===== src/rtl/cpu_control_unit.sv =====
`default_nettype none
// ============================================================================
// Module   : cpu_control_unit
// Purpose  : Fetch/decode/execute sequencer for the 8-bit computer. Sole
//            master of the 16x8 RAM; holds PC, IR, A, B, output register and
//            a small ALU. Moves words between the input port, RAM and the
//            output register.
// Options  : CPU_SINGLE_STEP_EN - adds a step_i input and a STEP_WAIT state
//            that gates every instruction fetch (and start) on step_i.
// Revision : 1.0 - initial release
// ============================================================================
module cpu_control_unit #(
  parameter int ADDR_W   = 4,
  parameter int DATA_W   = 8,
  parameter int RESET_PC = 0
) (
  input  logic              clk,
  input  logic              rst_n,
  input  logic              start_i,
`ifdef CPU_SINGLE_STEP_EN
  input  logic              step_i,
`endif
  output logic [ADDR_W-1:0] mem_addr_o,
  output logic              mem_rd_en_o,
  output logic              mem_wr_en_o,
  output logic [DATA_W-1:0] mem_wdata_o,
  input  logic [DATA_W-1:0] mem_rdata_i,
  input  logic [DATA_W-1:0] in_data_i,
  input  logic              in_valid_i,
  output logic              in_ready_o,
  output logic [DATA_W-1:0] out_data_o,
  output logic              out_strobe_o,
  output logic [DATA_W-1:0] reg_a_o,
  output logic [DATA_W-1:0] reg_b_o,
  output logic [ADDR_W-1:0] pc_o,
  output logic              halted_o
);

  localparam int OP_W = DATA_W - ADDR_W;
  localparam logic [ADDR_W-1:0] PC_RST = ADDR_W'(RESET_PC);

  localparam logic [OP_W-1:0] OP_LDA  = OP_W'(0);
  localparam logic [OP_W-1:0] OP_LDB  = OP_W'(1);
  localparam logic [OP_W-1:0] OP_LDO  = OP_W'(2);
  localparam logic [OP_W-1:0] OP_STA  = OP_W'(3);
  localparam logic [OP_W-1:0] OP_STB  = OP_W'(4);
  localparam logic [OP_W-1:0] OP_STI  = OP_W'(5);
  localparam logic [OP_W-1:0] OP_ADD  = OP_W'(6);
  localparam logic [OP_W-1:0] OP_SUB  = OP_W'(7);
  localparam logic [OP_W-1:0] OP_INC  = OP_W'(8);
  localparam logic [OP_W-1:0] OP_DEC  = OP_W'(9);
  localparam logic [OP_W-1:0] OP_AND  = OP_W'(10);
  localparam logic [OP_W-1:0] OP_OR   = OP_W'(11);
  localparam logic [OP_W-1:0] OP_XOR  = OP_W'(12);
  localparam logic [OP_W-1:0] OP_NOT  = OP_W'(13);
  localparam logic [OP_W-1:0] OP_JMP  = OP_W'(14);
  localparam logic [OP_W-1:0] OP_STOP = OP_W'(15);

  localparam logic [2:0] S_IDLE      = 3'd0;
  localparam logic [2:0] S_FETCH     = 3'd1;
  localparam logic [2:0] S_DECODE    = 3'd2;
  localparam logic [2:0] S_MEM_RD    = 3'd3;
  localparam logic [2:0] S_MEM_WR    = 3'd4;
  localparam logic [2:0] S_WAIT_IN   = 3'd5;
  localparam logic [2:0] S_HALT      = 3'd6;
`ifdef CPU_SINGLE_STEP_EN
  localparam logic [2:0] S_STEP_WAIT = 3'd7;
`endif

  logic [2:0]        state_q, state_d;
  logic [ADDR_W-1:0] pc_q;
  logic [DATA_W-1:0] ir_q, a_q, b_q, out_q, in_q;
  logic              strobe_q;

  logic [OP_W-1:0]   op_w;
  logic [ADDR_W-1:0] opnd_w;
  logic [DATA_W-1:0] alu_w;
  logic              go_w;
  logic [2:0]        resume_w;

  assign op_w   = ir_q[DATA_W-1:ADDR_W];
  assign opnd_w = ir_q[ADDR_W-1:0];

`ifdef CPU_SINGLE_STEP_EN
  // A finished instruction only proceeds to the next fetch on a step cycle.
  assign go_w     = start_i & step_i;
  assign resume_w = step_i ? S_FETCH : S_STEP_WAIT;
`else
  assign go_w     = start_i;
  assign resume_w = S_FETCH;
`endif

  // State register.
  always_ff @(posedge clk or negedge rst_n) begin
    if (!rst_n) state_q <= S_IDLE;
    else        state_q <= state_d;
  end

  // Next-state decision, including opcode dispatch out of DECODE.
  always_comb begin
    state_d = state_q;
    case (state_q)
      S_IDLE, S_HALT: if (go_w) state_d = S_FETCH;
      S_FETCH:        state_d = S_DECODE;
      S_DECODE: begin
        case (op_w)
          OP_LDA, OP_LDB, OP_LDO: state_d = S_MEM_RD;
          OP_STA, OP_STB:         state_d = S_MEM_WR;
          OP_STI:                 state_d = S_WAIT_IN;
          OP_STOP:                state_d = S_HALT;
          default:                state_d = resume_w;
        endcase
      end
      S_MEM_RD:       state_d = resume_w;
      S_MEM_WR:       state_d = resume_w;
      S_WAIT_IN:      if (in_valid_i) state_d = S_MEM_WR;
`ifdef CPU_SINGLE_STEP_EN
      S_STEP_WAIT:    if (step_i) state_d = S_FETCH;
`endif
      default:        state_d = S_IDLE;
    endcase
  end

  // Moore outputs; enables decode from the state register so reset kills them at once.
  always_comb begin
    mem_addr_o  = '0;
    mem_rd_en_o = 1'b0;
    mem_wr_en_o = 1'b0;
    mem_wdata_o = '0;
    in_ready_o  = 1'b0;
    halted_o    = 1'b0;
    case (state_q)
      S_FETCH: begin
        mem_addr_o  = pc_q;
        mem_rd_en_o = 1'b1;
      end
      S_MEM_RD: begin
        mem_addr_o  = opnd_w;
        mem_rd_en_o = 1'b1;
      end
      S_MEM_WR: begin
        mem_addr_o  = opnd_w;
        mem_wr_en_o = 1'b1;
        if (op_w == OP_STA)      mem_wdata_o = a_q;
        else if (op_w == OP_STB) mem_wdata_o = b_q;
        else                     mem_wdata_o = in_q;
      end
      S_WAIT_IN: in_ready_o = 1'b1;
      S_HALT:    halted_o   = 1'b1;
      default: ;
    endcase
  end

  // ALU result for register-only opcodes; wraps modulo 2^DATA_W.
  always_comb begin
    alu_w = a_q;
    case (op_w)
      OP_ADD: alu_w = a_q + b_q;
      OP_SUB: alu_w = a_q - b_q;
      OP_INC: alu_w = a_q + DATA_W'(1);
      OP_DEC: alu_w = a_q - DATA_W'(1);
      OP_AND: alu_w = a_q & b_q;
      OP_OR:  alu_w = a_q | b_q;
      OP_XOR: alu_w = a_q ^ b_q;
      OP_NOT: alu_w = ~a_q;
      default: ;
    endcase
  end

  // Datapath registers: PC, IR, A, B, output register, input latch and strobe.
  always_ff @(posedge clk or negedge rst_n) begin
    if (!rst_n) begin
      pc_q     <= PC_RST;
      ir_q     <= '0;
      a_q      <= '0;
      b_q      <= '0;
      out_q    <= '0;
      in_q     <= '0;
      strobe_q <= 1'b0;
    end else begin
      strobe_q <= (state_q == S_MEM_RD) && (op_w == OP_LDO);
      case (state_q)
        S_IDLE, S_HALT: if (go_w) pc_q <= PC_RST;
        S_FETCH: begin
          ir_q <= mem_rdata_i;
          pc_q <= pc_q + ADDR_W'(1);
        end
        S_DECODE: begin
          if (op_w == OP_JMP) pc_q <= opnd_w;
          a_q <= alu_w;
        end
        S_MEM_RD: begin
          if (op_w == OP_LDA)      a_q   <= mem_rdata_i;
          else if (op_w == OP_LDB) b_q   <= mem_rdata_i;
          else                     out_q <= mem_rdata_i;
        end
        S_WAIT_IN: if (in_valid_i) in_q <= in_data_i;
        default: ;
      endcase
    end
  end

  assign out_data_o   = out_q;
  assign out_strobe_o = strobe_q;
  assign reg_a_o      = a_q;
  assign reg_b_o      = b_q;
  assign pc_o         = pc_q;

endmodule
`default_nettype wire


===== config.mk =====
export PLATFORM = sky130hd
export DESIGN_NAME = cpu_control_unit
export DESIGN_NICKNAME = d
export VERILOG_FILES = /design/src/rtl/cpu_control_unit.sv
export SDC_FILE = /design/constraint.sdc
export NUM_CORES = 1
export LEC_CHECK = 0
export BUFFER_PORTS_ARGS = -buffer_cell sky130_fd_sc_hd__buf_2
export CAP_MARGIN = 5
export CORE_UTILIZATION = 40
export DETAILED_ROUTE_END_ITERATION = 10
export SYNTH_ARGS = -nofsm -noshare
export SYNTH_HDL_FRONTEND = slang
export SYNTH_SLANG_ARGS = --single-unit

===== constraint.sdc =====
create_clock -name clk -period 3.5 [get_ports clk]
set_input_delay 0.7 -clock clk [delete_from_list [all_inputs] [get_ports clk]]
set_output_delay 0.7 -clock clk [all_outputs]
set_load 0.1 [all_outputs]

==> run metrics <==
crit path DAT=2480 ps; Post-Route WL=11100 um; Worst-Skew Late Latency=320 ps; ant diodes=0; top cells by area, synth=dfrtp_1, ha_1, mux2_2; final worst-path cycle share=90.8%; Die W=97.8 um; FF-to-FF path depth=14; largest family of logic cells by synthesized area=compound AO/OA/AOI/OAI gates; gp weighted congestion=0.952; reg2reg start=reg_b_o[0]; slowest CP cell=dfrtp_1; critical path class=register to output pin; Worst-Margin Slew=919 ps; Filler Cell Count=862; share of cells above drive strength 1=25.4%; reg-to-reg endpoint=reg_a_o[7]; Required @ worst endpoint=2800 ps; via/cell ratio=5.93; Worst setup EP type=output pin; first-pass GRT wire length=17900 um; Mapped Area=3670 um2; area grow syn2layout=18.1%; Cell Area, Placed=4240 um2; Mean Syn Cell Area=8.46 um2; sequential share of the synthesized area=32.7%; FFs w/ async S/R, synth=100%; CP startpoint=state_q[2]; Num CTS Buffers=5; post-route setup TNS=0 ps; Initial Util=41.7%; vias in the first global route=3374; drt initial violations=277; root buf cell=clkbuf_8; crit-path max FO=13; Buf+Inv Stages, Crit Path=1; WHS=506 ps; status=complete, but fails checks; I/O Pins=65; final net count=537; # setup viols final=0; Sinks on Clock Net=48; DP HPWL=8270 um; via count=3558; CP top delay family=simple AND/OR/NAND/NOR gates; Max Cap Violations=0; detailed-route DRC error count=6; Post-CTS Setup Bufs=0; Rel. slew slack=38.8%; CP Cell Sequence=nor2b_1 > and2_1 > nand2_1 > o21ai_1 > buf_2; Slew Viols, Final=0; RSZ-0062 raised after global routing=no; Die Ht=97.8 um; port bufs=64; violations in the final reports=DRC; top cell type's share of synthesized area=32.7%; WL per Instance=18.4 um; minimum clock period=3180 ps; Detail Route Antenna Nets=0; CTS tree=done; Max H-tree Level=2; leading area contributor after synthesis=dfrtp_1; clock transition at the registers of the reported paths=110 ps; max frequency=315 MHz; Post-Route Skew=7.07 ps; Post-synth EDFFs=0; Hold Violations, Final=0; synthesized-area fraction occupied by and/or/nand/nor cells=18.2%; design area=4340 um2; Net Count, Synth=480; Critical Path Source Type=register; # hold bufs at CTS=0; flop2flop setup slack=380 ps; Synth Warn #=0; drt pass-1 iters=8; Synth Area in Adders=9.06%; CTS resizes=0; Rows=34; Tot GR Track Use=23.8%; Synth top cells by count=dfrtp_1, nand2_1, nor2_1; slowest cell delay on critical path=520 ps; Synth Flop Type=dfrtp_1; Syn Inst Count=434; Longest Clk Path Bufs=2; number of library cell types mapped by synthesis=55; Hold Path Class=input port to async pin; largest net degree at the start of global routing=39; Synth Area in Compound Gates=22.2%; initial antenna violation count=0; Post-Synth XOR/XNOR Area=1.91%; mux contribution to synthesized area=9.85%; die area=9570 um2; core box area=8810 um2; Synth Register Bits=48; most common cell in the synthesized netlist=dfrtp_1; GRT overflow=0
sequential cells by signal, summed over array words and instances (netlist names):
register and cells:
in_q 8, ir_q 8, out_data_o 8, out_strobe_o 1, pc_o 4, reg_a_o 8, reg_b_o 8, state_q 3
layer usage:
layer | wire [um] | global-route usage (%) | vias to the layer above
met2 | 5010 | 37.4 | 156
met1 | 5020 | 32.7 | 1720
met3 | 733 | 4.65 | 25
met4 | 297 | 8.74 | 0
met5 | 0 | 0 | -
li1 | - | - | 1657
layout make-up:
type / instances / area [um2] / share of cell area (%)
Multi-Input combinational cell: 337 / 2290 / 52.8
Clock inverter: 2 / 13.8 / 0.317
Sequential cell: 48 / 1200 / 27.8
Inverter: 24 / 90.1 / 2.08
Clock buffer: 6 / 82.6 / 1.90
Timing Repair Buffer: 75 / 523 / 12.1
Tap cell: 108 / 135 / 3.12
metrics by stage:
stage | setup WS, ps | util (%) | std cells
after floorplan | 133 | - | 434
after global placement | 415 | 48.1 | 592
after detailed placement | 440 | 48.1 | 592
after CTS | 344 | 49.2 | 600
after global routing | 102 | 49.2 | 600
final | 321 | 49.2 | 600
kinds of logic after synthesis:
logic type | after synthesis
and+or+nand+nor | 141
AOI/OAI and AO/OA | 129
buffers and inverters | 49
DFF | 48
muxes | 33
adders and majority gates | 26
xor gates and xnor gates | 8
how the worst max path moves through the flow:
| stage | depth (start not counted) | slack, ps | endpoint |
|---|---|---|---|
| global placement | 12 | 410 | reg_a_o[6] |
| CTS | 5 | 340 | mem_addr_o[0] |
| global route | 14 | 100 | reg_a_o[7] |
| detailed placement | 14 | 440 | reg_a_o[7] |
| finish | 5 | 320 | mem_addr_o[0] |
| floorplan | 6 | 130 | mem_wdata_o[5] |
layout by cell type (no fill, tap or decap), drive strengths merged, types with 6 or more instances in the layout:
| cell | Yosys | layout |
|---|---|---|
| nor2b | 9 | 9 |
| buf | 8 | 75 |
| nor3 | 15 | 15 |
| nand2b | 12 | 12 |
| nor2 | 40 | 40 |
| a211oi | 11 | 11 |
| mux2i | 8 | 8 |
| o22ai | 14 | 14 |
| inv | 24 | 25 |
| dfrtp | 48 | 48 |
| o21ai | 38 | 38 |
| nand2 | 47 | 47 |
| xnor2 | 6 | 6 |
| clkbuf | 17 | 6 |
| a22oi | 7 | 7 |
| a221oi | 6 | 6 |
| ha | 25 | 25 |
| a21oi | 32 | 32 |
| mux2 | 25 | 25 |
Power is not shown: default switching activity piles up to over one toggle a cycle in this logic, so the estimate is an artifact.
